[src/rtl/dram_pkg.sv]
`default_nettype none
// ============================================================================
//  Module      : dram_pkg
//  Description : Shared definitions for the DRAM controller: the controller
//                state encoding and the default timing constants.
//  Ports       : none (package)
//  Revision    : 1.0 - initial release
// ============================================================================
package dram_pkg;

  typedef enum logic [3:0] {
    S_IDLE      = 4'd0,
    S_ROW       = 4'd1,
    S_RAS       = 4'd2,
    S_COL       = 4'd3,
    S_CAS       = 4'd4,
    S_ACK       = 4'd5,
    S_REF_CAS   = 4'd6,
    S_REF_RAS   = 4'd7,
    S_PRECHARGE = 4'd8
  } dram_state_t;

  localparam int c_DEF_MA_W           = 11;
  localparam int c_DEF_T_RCD          = 1;
  localparam int c_DEF_T_CAS          = 2;
  localparam int c_DEF_T_RP           = 2;
  localparam int c_DEF_T_REF_RAS      = 3;
  localparam int c_DEF_REFRESH_CYCLES = 780;

  // Width of the shared phase counter; all timing parameters must fit.
  localparam int c_CNT_W = 8;

endpackage : dram_pkg
`default_nettype wire

[src/rtl/dram_refresh_timer.sv]
`default_nettype none
// ============================================================================
//  Module      : dram_refresh_timer
//  Description : Free-running refresh interval counter. Counts
//                0..REFRESH_CYCLES-1 and wraps; each wrap raises a pending
//                flag that the controller clears when it starts a refresh.
//                A wrap while the flag is already set is dropped (no backlog).
//  Ports       : clk           - system clock
//                rst           - synchronous active-high reset
//                i_clear       - controller is entering the refresh sequence
//                o_ref_pending - a refresh is owed
//  Revision    : 1.0 - initial release
// ============================================================================
module dram_refresh_timer #(
  parameter int REFRESH_CYCLES = 780
)(
  input  logic clk,
  input  logic rst,
  input  logic i_clear,
  output logic o_ref_pending
);

  localparam int c_W = (REFRESH_CYCLES > 1) ? $clog2(REFRESH_CYCLES) : 1;
  localparam logic [c_W-1:0] c_LAST = c_W'(REFRESH_CYCLES - 1);

  logic [c_W-1:0] r_count;
  logic           r_pending;
  logic           w_wrap;

  assign w_wrap        = (r_count == c_LAST);
  assign o_ref_pending = r_pending;

  always_ff @(posedge clk) begin
    if (rst) begin
      r_count   <= '0;
      r_pending <= 1'b0;
    end else begin
      r_count <= w_wrap ? '0 : r_count + 1'b1;
      // Clear has priority: the flag is still set at that edge, so a
      // coincident wrap counts as one that arrived while pending.
      if (i_clear)
        r_pending <= 1'b0;
      else if (w_wrap)
        r_pending <= 1'b1;
    end
  end

endmodule : dram_refresh_timer
`default_nettype wire

[src/rtl/dram_controller.sv]
`default_nettype none
// ============================================================================
//  Module      : dram_controller
//  Description : CPU-to-DRAM responder for one 16-bit bank. Converts the
//                synchronised DRAM select / AS_n / data strobes into RAS/CAS
//                timing with a multiplexed row/column address and WE_n,
//                returns DTACK, and inserts CAS-before-RAS refresh.
//  Option      : DRAM_REFCNT_EN adds the 16-bit o_ref_count output.
//  Ports       : clk, rst          - clock, synchronous active-high reset
//                i_dram_n, i_as_n  - decoder select and address strobe
//                i_uds_n, i_lds_n  - upper/lower data strobes
//                i_rw              - 1 = read, 0 = write
//                i_addr            - CPU address bits [2*MA_W:1]
//                o_ma              - multiplexed DRAM address
//                o_ras_n, o_casu_n, o_casl_n, o_we_n - DRAM strobes
//                o_dtack_dram_n    - transfer acknowledge
//                o_ref_count       - completed refreshes (option only)
//  Revision    : 1.0 - initial release
// ============================================================================
module dram_controller
  import dram_pkg::*;
#(
  parameter int MA_W           = c_DEF_MA_W,
  parameter int T_RCD          = c_DEF_T_RCD,
  parameter int T_CAS          = c_DEF_T_CAS,
  parameter int T_RP           = c_DEF_T_RP,
  parameter int T_REF_RAS      = c_DEF_T_REF_RAS,
  parameter int REFRESH_CYCLES = c_DEF_REFRESH_CYCLES
)(
  input  logic              clk,
  input  logic              rst,
  input  logic              i_dram_n,
  input  logic              i_as_n,
  input  logic              i_uds_n,
  input  logic              i_lds_n,
  input  logic              i_rw,
  input  logic [2*MA_W-1:0] i_addr,
  output logic [MA_W-1:0]   o_ma,
  output logic              o_ras_n,
  output logic              o_casu_n,
  output logic              o_casl_n,
  output logic              o_we_n,
  output logic              o_dtack_dram_n
`ifdef DRAM_REFCNT_EN
  ,
  output logic [15:0]       o_ref_count
`endif
);

  localparam logic [c_CNT_W-1:0] c_LD_RCD = c_CNT_W'(T_RCD - 1);
  localparam logic [c_CNT_W-1:0] c_LD_CAS = c_CNT_W'(T_CAS - 1);
  localparam logic [c_CNT_W-1:0] c_LD_RP  = c_CNT_W'(T_RP - 1);
  localparam logic [c_CNT_W-1:0] c_LD_REF = c_CNT_W'(T_REF_RAS - 1);

  // ---------------- input synchronisers ----------------
  // Bit order: {dram_n, as_n, uds_n, lds_n, rw}; reset to the idle level.
  logic [4:0] r_sync1, r_sync2;
  logic       w_s_as_n, w_s_uds_n, w_s_lds_n, w_s_rw, w_req;

  always_ff @(posedge clk) begin
    if (rst) begin
      r_sync1 <= 5'b11111;
      r_sync2 <= 5'b11111;
    end else begin
      r_sync1 <= {i_dram_n, i_as_n, i_uds_n, i_lds_n, i_rw};
      r_sync2 <= r_sync1;
    end
  end

  assign w_s_as_n  = r_sync2[3];
  assign w_s_uds_n = r_sync2[2];
  assign w_s_lds_n = r_sync2[1];
  assign w_s_rw    = r_sync2[0];
  assign w_req     = ~r_sync2[4] & ~w_s_as_n & (~w_s_uds_n | ~w_s_lds_n);

  // ---------------- refresh timer ----------------
  logic w_ref_pending, w_ref_clear;

  dram_refresh_timer #(
    .REFRESH_CYCLES (REFRESH_CYCLES)
  ) u_refresh_timer (
    .clk           (clk),
    .rst           (rst),
    .i_clear       (w_ref_clear),
    .o_ref_pending (w_ref_pending)
  );

  // ---------------- FSM state and registered outputs ----------------
  dram_state_t        r_state, w_state_nxt;
  logic [c_CNT_W-1:0] r_cnt, w_cnt_nxt;
  logic [MA_W-1:0]    r_ma, w_ma_nxt;
  logic               r_ras_n, w_ras_n_nxt;
  logic               r_casu_n, w_casu_n_nxt;
  logic               r_casl_n, w_casl_n_nxt;
  logic               r_we_n, w_we_n_nxt;
  logic               r_dtack_n, w_dtack_n_nxt;
  logic               w_to_pre, w_idle_decide;

  always_ff @(posedge clk) begin
    if (rst) begin
      r_state   <= S_IDLE;
      r_cnt     <= '0;
      r_ma      <= '0;
      r_ras_n   <= 1'b1;
      r_casu_n  <= 1'b1;
      r_casl_n  <= 1'b1;
      r_we_n    <= 1'b1;
      r_dtack_n <= 1'b1;
    end else begin
      r_state   <= w_state_nxt;
      r_cnt     <= w_cnt_nxt;
      r_ma      <= w_ma_nxt;
      r_ras_n   <= w_ras_n_nxt;
      r_casu_n  <= w_casu_n_nxt;
      r_casl_n  <= w_casl_n_nxt;
      r_we_n    <= w_we_n_nxt;
      r_dtack_n <= w_dtack_n_nxt;
    end
  end

  always_comb begin
    w_state_nxt   = r_state;
    w_cnt_nxt     = r_cnt;
    w_ma_nxt      = r_ma;
    w_ras_n_nxt   = r_ras_n;
    w_casu_n_nxt  = r_casu_n;
    w_casl_n_nxt  = r_casl_n;
    w_we_n_nxt    = r_we_n;
    w_dtack_n_nxt = r_dtack_n;
    w_ref_clear   = 1'b0;
    w_to_pre      = 1'b0;
    w_idle_decide = 1'b0;

    case (r_state)
      S_IDLE: w_idle_decide = 1'b1;

      S_ROW: begin
        if (w_s_as_n) begin
          w_to_pre = 1'b1;
        end else begin
          w_ras_n_nxt = 1'b0;
          w_cnt_nxt   = c_LD_RCD;
          w_state_nxt = S_RAS;
        end
      end

      S_RAS: begin
        if (w_s_as_n) begin
          w_to_pre = 1'b1;
        end else if (r_cnt == '0) begin
          w_ma_nxt    = i_addr[2*MA_W-1:MA_W];
          w_we_n_nxt  = w_s_rw;
          w_state_nxt = S_COL;
        end else begin
          w_cnt_nxt = r_cnt - 1'b1;
        end
      end

      S_COL: begin
        if (w_s_as_n) begin
          w_to_pre = 1'b1;
        end else begin
          w_casu_n_nxt = w_s_uds_n;
          w_casl_n_nxt = w_s_lds_n;
          w_cnt_nxt    = c_LD_CAS;
          w_state_nxt  = S_CAS;
        end
      end

      S_CAS: begin
        if (w_s_as_n) begin
          w_to_pre = 1'b1;
        end else if (r_cnt == '0) begin
          w_dtack_n_nxt = 1'b0;
          w_state_nxt   = S_ACK;
        end else begin
          w_cnt_nxt = r_cnt - 1'b1;
        end
      end

      S_ACK: if (w_s_as_n) w_to_pre = 1'b1;

      // CAS stays low while RAS falls so the DRAM sees CAS-before-RAS.
      S_REF_CAS: begin
        w_ras_n_nxt = 1'b0;
        w_cnt_nxt   = c_LD_REF;
        w_state_nxt = S_REF_RAS;
      end

      S_REF_RAS: begin
        if (r_cnt == '0)
          w_to_pre = 1'b1;
        else
          w_cnt_nxt = r_cnt - 1'b1;
      end

      // The last precharge cycle doubles as the idle decision so the next
      // cycle can start straight after T_RP strobe-high cycles.
      S_PRECHARGE: begin
        if (r_cnt == '0)
          w_idle_decide = 1'b1;
        else
          w_cnt_nxt = r_cnt - 1'b1;
      end

      default: w_state_nxt = S_IDLE;
    endcase

    if (w_to_pre) begin
      w_ras_n_nxt   = 1'b1;
      w_casu_n_nxt  = 1'b1;
      w_casl_n_nxt  = 1'b1;
      w_we_n_nxt    = 1'b1;
      w_dtack_n_nxt = 1'b1;
      w_cnt_nxt     = c_LD_RP;
      w_state_nxt   = S_PRECHARGE;
    end

    // Refresh wins over a request seen in the same cycle.
    if (w_idle_decide) begin
      w_state_nxt = S_IDLE;
      if (w_ref_pending) begin
        w_casu_n_nxt = 1'b0;
        w_casl_n_nxt = 1'b0;
        w_we_n_nxt   = 1'b1;
        w_ref_clear  = 1'b1;
        w_state_nxt  = S_REF_CAS;
      end else if (w_req) begin
        w_ma_nxt    = i_addr[MA_W-1:0];
        w_state_nxt = S_ROW;
      end
    end
  end

  assign o_ma           = r_ma;
  assign o_ras_n        = r_ras_n;
  assign o_casu_n       = r_casu_n;
  assign o_casl_n       = r_casl_n;
  assign o_we_n         = r_we_n;
  assign o_dtack_dram_n = r_dtack_n;

`ifdef DRAM_REFCNT_EN
  logic [15:0] r_ref_count;

  always_ff @(posedge clk) begin
    if (rst)
      r_ref_count <= '0;
    else if (r_state == S_REF_RAS && r_cnt == '0)
      r_ref_count <= r_ref_count + 16'd1;
  end

  assign o_ref_count = r_ref_count;
`endif

endmodule : dram_controller
`default_nettype wire

[config.mk]
export PLATFORM = sky130hd
export DESIGN_NAME = dram_controller
export DESIGN_NICKNAME = d
export VERILOG_FILES = /design/src/rtl/dram_pkg.sv /design/src/rtl/dram_refresh_timer.sv /design/src/rtl/dram_controller.sv
export SDC_FILE = /design/constraint.sdc
export NUM_CORES = 1
export LEC_CHECK = 0
export CELL_PAD_IN_SITES_DETAIL_PLACEMENT = 1
export CELL_PAD_IN_SITES_GLOBAL_PLACEMENT = 1
export CORE_ASPECT_RATIO = 0.8
export CORE_MARGIN = 4
export CORE_UTILIZATION = 25
export CTS_CLUSTER_DIAMETER = 100
export DETAILED_ROUTE_END_ITERATION = 16
export PLACE_DENSITY = 0.66
export REMOVE_ABC_BUFFERS = 1
export SYNTH_ARGS = -nofsm -noshare
export SYNTH_HDL_FRONTEND = slang
export SYNTH_HIERARCHICAL = 1
export SYNTH_SLANG_ARGS = --single-unit
[constraint.sdc]
create_clock -name clk -period 2.9 [get_ports clk]
set_clock_uncertainty 0.1 [all_clocks]
set_input_delay 0.58 -clock clk [delete_from_list [all_inputs] [get_ports clk]]
set_output_delay 0.58 -clock clk [all_outputs]
set_load 0.02 [all_outputs]
== Yosys cells after proc, flatten, opt, wreduce, memory -nomap -nowiden ==
Index checks and enable logic that the tools add are counted.
W data, S select, Z words.

* $add $sub $neg: 2
* Equality and inequality tests: 22
* Muxes and demuxes: 47
* Bitwise logic cells: 7
* Reduce and logical (&&, ||, !) cells: 17

{| class="wikitable"
|+ Operator list
! operator !! number
|-
| $mux W11 || 6
|-
| $pmux W8 S5 || 1
|-
| $mux W4 || 8
|-
| $mux W8 || 4
|-
| $ne A4 B4 Y1 const B || 6
|-
| $pmux W4 S6 || 1
|-
| $mux W1 || 23
|-
| $eq A4 B3 Y1 const B || 4
|-
| $add A10 B1 Y10 const B || 1
|-
| $eq A10 B10 Y1 const B || 1
|-
| $reduce_or A2 Y1 || 5
|-
| $eq A4 B2 Y1 const B || 2
|-
| $logic_not A8 Y1 || 1
|-
| $reduce_and A4 Y1 || 2
|-
| $sub A8 B1 Y8 const B || 1
|-
| $reduce_and A7 Y1 || 1
|-
| $ne A2 B2 Y1 const B || 3
|-
| $ne A3 B3 Y1 const B || 2
|-
| $pmux W1 S2 || 3
|-
| $reduce_bool A6 Y1 || 1
|-
| $reduce_bool A5 Y1 || 1
|-
| $reduce_or A5 Y1 || 1
|-
| $eq A4 B1 Y1 const B || 1
|-
| $eq A4 B4 Y1 const B || 1
|-
| 11 further kinds || 15
|}

* Register bits after elaboration: 49
* Input bits: 29
* Output and inout port bits: 16
* Logic and storage cells: 108

== Depth between registers and ports, before layout ==
* Depth after elaboration: 7
* Depth in mapped cells: 8
* Depth with buffers taken out: 7

== Modules after synthesis ==
Netlist, hierarchy kept.

{| class="wikitable"
|+ Modules (own cells, without submodules)
! module !! times used !! cells an instance !! area an instance (um^2) !! seq. area each (um^2)
|-
| dram_controller || 1 || 217 || 1896.8 || 760.7
|-
| dram_refresh_timer || 1 || 50 || 474.2 || 220.2
|}

== Least setup slack after synthesis ==
OpenSTA, ideal clock, no wires.

* Kind: flip-flop to flip-flop
* Start point: reg r_cnt[0]
* End point: reg r_ma[10], in the netlist o_ma[10]
* Setup time: 0.086 ns
* Arrival time: 1.960 ns
* Required time: 2.714 ns
* Slack: 0.755 ns
* Stages on the path, launching flop included: 9
* Buffers on the path: 1
* Clock period less this slack: 2.145 ns
* Cell sequence: dfxtp_1 > inv_1 > ha_1 > or4b_4 > nor2_4 > nand4_2 > buf_2 > mux2i_1 > a211oi_1

* Word-level cells in the longest chain between the ends: 7
* Elaborated cells on any way between the ends: 9
* Classes of those cells: 8 x mux; 1 x reduce/logical

{| class="wikitable"
|+ Ends and longest elaborated chain
! element !! RTL line !! source
|-
| start: declaration || dram_controller.sv:90 || <nowiki>logic [c_CNT_W-1:0] r_cnt, w_cnt_nxt;</nowiki>
|-
| start signal: assignment || dram_controller.sv:111 || <nowiki>r_cnt <= w_cnt_nxt;</nowiki>
|-
| $logic_not A8 Y1 * || dram_controller.sv:150, dram_controller.sv:200 ||
|-
| $mux W11 || dram_controller.sv:150 || <nowiki>end else if (r_cnt == '0) begin</nowiki>
|-
| $mux W11 || dram_controller.sv:148 || <nowiki>if (w_s_as_n) begin</nowiki>
|-
| $mux W11 || dram_controller.sv:134 || <nowiki>case (r_state)</nowiki>
|-
| $mux W11 || dram_controller.sv:228 || <nowiki>end else if (w_req) begin</nowiki>
|-
| $mux W11 || dram_controller.sv:222 || <nowiki>if (w_ref_pending) begin</nowiki>
|-
| $mux W11 * || dram_controller.sv:220 || <nowiki>if (w_idle_decide) begin</nowiki>
|-
| end signal: assignment || dram_controller.sv:112 || <nowiki>r_ma <= w_ma_nxt;</nowiki>
|-
| end: declaration || dram_controller.sv:91 || <nowiki>logic [MA_W-1:0] r_ma, w_ma_nxt;</nowiki>
|}

Every way passes the cells marked *; elsewhere a longest branch is shown, timed or not.
A chain may end at the register's enable or synchronous reset.

== Final worst setup path ==
* Start point: reg r_cnt[0]
* End point: reg r_cnt[3]

* Word-level cells in the longest chain between the ends: 4
* Elaborated cells on any way between the ends: 8
* Classes of those cells: 1 x add/sub; 5 x mux; 2 x reduce/logical

{| class="wikitable"
|+ Ends and longest elaborated chain
! element !! RTL line
|-
| $sub A8 B1 Y8 / $logic_not A8 Y1 (equally long branches) || --
|-
| $mux W8 / $mux W1 (equally long branches) || --
|-
| $mux W8 / $pmux W1 S2 (equally long branches) || dram_controller.sv:148, dram_controller.sv:134
|-
| $pmux W8 S5 / $reduce_or A2 Y1 (equally long branches) || --
|}

Several ways; a longest one is shown, not always the timed one. The select of a mux whose other input is x is not followed.

==> results.ini <==
[outcome]
outcome=finished, final reports clean

[layout]
finalInstanceArea_um2=3080
finalNetCount=338
n_antenna_cell=0
drive_gt1_share_pct=12.7
area_delta_synth_final_pct=29.7
fillers=1087

[global_route]
grtUsageTotal_pct=11.6
grt_pass1_wl_mm=10.4
grt-ovfl-total=0
grt_max_degree=34
antenna_found_initial=0
grt_pass1_vias=2155

[yosys]
syn_inst=267
synth_top_family_by_area=simple AND/OR/NAND/NOR gates
synth_most_common_cell=dfxtp_1
synth_top_area_cell=dfxtp_1
synth-adder-area-share_pct=1.06
synthTopCellsByCount=49 x dfxtp_1, 28 x nor2_1, 18 x a21oi_1, 14 x mux2i_1, 13 x o21ai_0
ys_ff_latch=49
ys.flop_type=dfxtp_1
synth_top_area_share_pct=41.4
ys.warnings.count=6
seq_area_frac_synth_pct=41.4
synthMuxAreaShare_pct=6.39
synth.avg_cell_area_um2=8.88
syn_area_um2=2370
ys_top_cells_by_area=dfxtp_1 41%, mux2i_1 5.9%, nor2_1 4.4%
synthSimpleGateAreaFrac_pct=23.7
synth-async-reset-ratio_pct=0
ys_types=62
synth-edff-count=0
synth-compound-area-share_pct=21.5
synth-xor-area-share_pct=1.48

[die]
die_area_um2=11100
coreArea_um2=9150
die_width_um=117
rows=31
start_util_pct=25.9
die_height_um=95.1
io-pin-count=45

[timing]
slew_violations=0
tightest_slew_ps=747
finalHoldViolations=0
relSlewSlack_pct=49.5
setup_slack_ps=455
finalCritPeriodShare_pct=84.3
setup_viol=0
fmax_mhz=409
period_needed_ps=2440
tns_ps=0
grt_setup_unrepaired=false

[power]
ir_drop_mv=0.272
power.leakage_nw=1.14
power_frac_seq_pct=50.6
power_frac_clock_pct=44.1
pwr-share-comb_pct=5.3
p_sw_mw=0.307
p_sw_share_pct=22.5
intPower_mw=1.06
pwr_density_cell_nw_per_um2=445

[cts]
htreeDepth=2
post_cts.repair.setup_buffers=0
cts_resized=0
root_buffer=clkbuf_16
clock_path_buffers=2
clk_latency_ps=290
hold_buffers=0
tritoncts=yes
path_clk_slew_ps=70
cts_buffers=5
clkSinkCount=49

[critical_path]
cp-start-kind=flop
crit_type=flop to flop
worstReg2RegStart=r_cnt[0]
cp.arrival_ps=2510
path_max_fanout=6
required_ps=2960
end_kind=flop
crit_start=r_cnt[0]

[job]
cap_violations=0

[routing]
drc=0
ant_nets=0
drtPass1Iterations=4
routedWlPerCell_um=14.7
routed_wl_mm=6.20
first_iter_violations=46
vias=2116
drt-vias-per-instance=5.00

[min_path]
hold_path.class=flop to flop
min-delay-start=r_sync1[2]

[place]
hpwl_mm=4.56
gp_congestion=0.768
port_buffers=44
dp_slack_ps=472
post_dp_cell_area_um2=2920

==> flip-flops by register name (all words and copies together) (netlist names) <==
name	flops
u_refresh_timer/o_ref_pending	1
r_sync2	5
o_ras_n	1
o_dtack_dram_n	1
o_casu_n	1
o_we_n	1
o_casl_n	1
r_state	4
o_ma	11
u_refresh_timer/r_count	10
r_sync1	5
r_cnt	8
==> cell usage in the layout, fill, tap and decap left out, types with 4 or more instances in the layout <==
cell and count:
o21ai_0 13, nand2_1 11, clkbuf_16 5, or2_2 12, mux2i_1 14, a211oi_1 12, dfxtp_1 49, nor3_1 5
nand2b_1 4, clkdlybuf4s50_1 44, a21oi_1 18, or4b_1 4, nor2_1 28, buf_4 5, nand3_1 10, inv_1 9
==> cells by family after synthesis <==
| family | Yosys count |
|---|---|
| and+or+nand+nor | 97 |
| AOI/OAI and AO/OA | 75 |
| DFF | 49 |
| buffers and inverters | 25 |
| muxes | 15 |
| xor gates and xnor gates | 4 |
| adders and majority gates | 2 |
==> power groups by stage <==
stage               Sequential, mW  Clock (mW)  Combinational (mW)
finish                       0.692       0.603              0.0731
global route                 0.693       0.655              0.0799
CTS                          0.692       0.632              0.0744
detailed placement           0.708           0              0.0741
global placement             0.707           0              0.0730
floorplan                    0.706           0              0.0217
==> routing by layer <==
metal / track usage, % / vias up / share of wire (%)
met5: 0 / - / 0
met4: 2.77 / 0 / 0.77
met3: 2.28 / 7 / 2.9
met2: 17.4 / 38 / 44
met1: 17.1 / 1016 / 52
li1: - / 1055 / -
==> through the flow <==
stage	total power [mW]	utilization [%]	hold WS, ps	std cells
2_1_floorplan	0.728	-	289	251
3_3_place_gp	0.780	31.9	292	415
3_5_place_dp	0.782	31.9	296	415
4_1_cts	1.40	33.6	309	423
5_1_grt	1.43	33.6	314	423
6_report	1.37	33.6	305	423
==> final timing paths <==
kind,cells after the start,slack (ps),to
hold / removal,1,310,r_sync2[2]
setup reg to reg,7,460,r_cnt[3]
setup / recovery,7,460,r_cnt[3]
hold reg to reg,1,310,r_sync2[2]
==> cell type report <==
class / instances / area (µm²) / area share (%)
Inverter: 9 / 33.8 / 1.10
Sequential cell: 49 / 981 / 31.9
Clock buffer: 5 / 125 / 4.07
Timing Repair Buffer: 49 / 478 / 15.5
Clock inverter: 3 / 28.8 / 0.936
Tap cell: 115 / 144 / 4.68
Multi-Input combinational cell: 193 / 1280 / 41.8
==> critical path, stage by stage (launching register included) <==
cell and delay, ps:
dfxtp_1 360, inv_1 80, ha_1 230, or4b_4 540, or2_0 350, o22a_2 340, nand2b_1 230, a221oi_1 90
Note: power is estimated with default switching activity, not from simulation.
==> RTL change (config.mk and constraints unchanged) <==
Build with the macro `DRAM_REFCNT_EN` defined.
--- a/src/rtl/dram_controller.sv
+++ b/src/rtl/dram_controller.sv
@@ -18,4 +18,6 @@
 //  Revision    : 1.0 - initial release
 // ============================================================================
+`define DRAM_REFCNT_EN
+
 module dram_controller
   import dram_pkg::*;
Function (old outputs only; new: o_ref_count): kept (equiv_simple and equiv_induct, registers matched by name and starting in step).
==> RTL change against the unedited design <==
Total power increased by 49%. Routed wire length grew 42%. Sequential power grew 32%. Critical path depth fell by 1. Worst setup slack worse by 190 ps. Core utilization up 0.90 points. Cell area increased by 38%. Sequential cell count increased by 16. Hold slack better by 5.3 ps. Area after synthesis up 34%.
==> RTL change: results (changes against the unedited design) <==
{
  "clock_insertion_delay_worst_skew": {"value": 320, "unit": "ps", "change": "+30 ps"},
  "combPwrFrac": {"value": 4.0, "unit": "%", "change": "-1.3 points"},
  "p_leak": {"value": 1.44, "unit": "nW", "change": "+26%"},
  "max-vdd-ir-drop": {"value": 356, "unit": "uV", "change": "+31%"},
  "critPathArrivalTime": {"value": 2780, "unit": "ps", "change": "+270 ps"},
  "synth.lib_cells_used.distinct": {"value": 65, "change": "+4.8%"},
  "yosys_register_bits": {"value": 65, "change": "+33%"},
  "grtUsageTotal": {"value": 12.1, "unit": "%", "change": "+0.45 points"},
  "run_status": {"value": "finished clean"},
  "nNonClkBuffers": {"value": 69, "change": "+41%"},
  "wl_per_cell": {"value": 14.9, "unit": "microns", "change": "+2.0%"},
  "drive_above_1_share": {"value": 11.8, "unit": "%", "change": "-0.91 points"},
  "pre_cts_ws": {"value": 240, "unit": "ps", "change": "-232 ps"},
  "timing.reg2reg.worst_path_depth": {"value": 6, "change": "-1"},
  "dr.first_iter.drc_count": {"value": 183, "change": "+300%"},
  "synth_common_cells": {"value": "65 x dfxtp_1, 42 x nor2_1, 24 x nand2_1"},
  "fillers": {"value": 1445, "change": "+33%"},
  "power.internal": {"value": 1.63, "unit": "mW", "change": "+54%"},
  "cts.clk_slew.worst_paths": {"value": 50, "unit": "ps", "change": "-20 ps"},
  "via_per_inst": {"value": 4.86, "change": "-2.8%"},
  "first_global_vias": {"value": 2833, "change": "+31%"},
  "ff2ff_setup_slack": {"value": 270, "unit": "ps", "change": "-190 ps"},
  "seq_area_frac_synth": {"value": 41.1, "unit": "%", "change": "-0.31 points"},
  "dp_hpwl": {"value": 6330, "unit": "microns", "change": "+39%"},
  "finish.net_count": {"value": 446, "change": "+32%"},
  "buf_share": {"value": 15.6, "unit": "%", "change": "+0.093 points"},
  "timing.critical_path.slowest_stage_cell": {"value": "dfxtp_1"},
  "postLayoutSetupSlackWorst": {"value": 267, "unit": "ps", "change": "-188 ps"},
  "cts-buffers-inserted": {"value": 9, "change": "+4"},
  "reg2reg_from": {"value": "r_state[2]$_SDFFE_PP0P_"},
  "avgSynthCellArea": {"value": 9.00, "unit": "sq um", "change": "+1.4%"},
  "area.sequential": {"value": 1300, "unit": "sq um", "change": "+33%"},
  "port_buffers": {"value": 60, "change": "+36%"},
  "path_max_fanout": {"value": 20, "change": "+14"},
  "max-slew-margin-rel": {"value": 50.0, "unit": "%", "change": "+0.53 points"},
  "grt_pass1_wl": {"value": 14400, "unit": "microns", "change": "+39%"},
  "critical_path.max_stage_delay": {"value": 800, "unit": "ps", "change": "+260 ps"},
  "ctsHtreeMaxLevel": {"value": 3, "change": "+1"}
}
==> RTL change: logic make-up (layout without fill, tap and decap cells) <==
logic type	Yosys count	in the layout	share of synthesized area (%)
AND/OR/NAND/NOR	147	147	27.4
buffers and inverters	28	93	4.03
multiplexers	16	16	5.05
AO/OA/AOI/OAI	73	73	15.8
adder cells (fa/ha/maj)	3	3	1.18
XOR/XNOR	20	20	5.53
flip-flops	65	65	41.1
==> RTL change: layer usage <==
layer  up-vias  share of wire (%)  global-route usage [%]  wire (microns)
met5         -                  0                       0               0
met4         0               0.11                    2.64              10
met3         2                4.3                    3.55             376
met2        53                 45                    18.7            3970
met1      1391                 50                    16.7            4430
li1       1414                  -                       -               -
==> RTL change: worst min-delay path by stage <==
stage	startpoint	to	slack, ps
after floorplan	r_sync1[0]$_SDFF_PP1_	r_sync2[0]$_SDFF_PP1_	290
after global placement	r_sync1[0]$_SDFF_PP1_	r_sync2[0]$_SDFF_PP1_	290
after detailed placement	r_sync1[0]$_SDFF_PP1_	r_sync2[0]$_SDFF_PP1_	300
after CTS	r_sync1[2]$_SDFF_PP1_	r_sync2[2]$_SDFF_PP1_	310
after global routing	r_sync1[3]$_SDFF_PP1_	r_sync2[3]$_SDFF_PP1_	330
final	r_sync1[0]$_SDFF_PP1_	r_sync2[0]$_SDFF_PP1_	310
==> RTL change: through the flow <==
step | power (mW) | util, %
final | 2.04 | 34.5
after CTS | 2.08 | 34.5
after global placement | 1.01 | 32.2
after detailed placement | 1.01 | 32.2
after floorplan | 0.954 | -
after global routing | 2.11 | 34.5
==> RTL change: worst max-delay path: cells and delay by family (launching register included) <==
kind / cells / cell delay, ps
flops: 1 / 800
compound gates: 2 / 580
buf+inv: 1 / 270
simple gates: 3 / 810
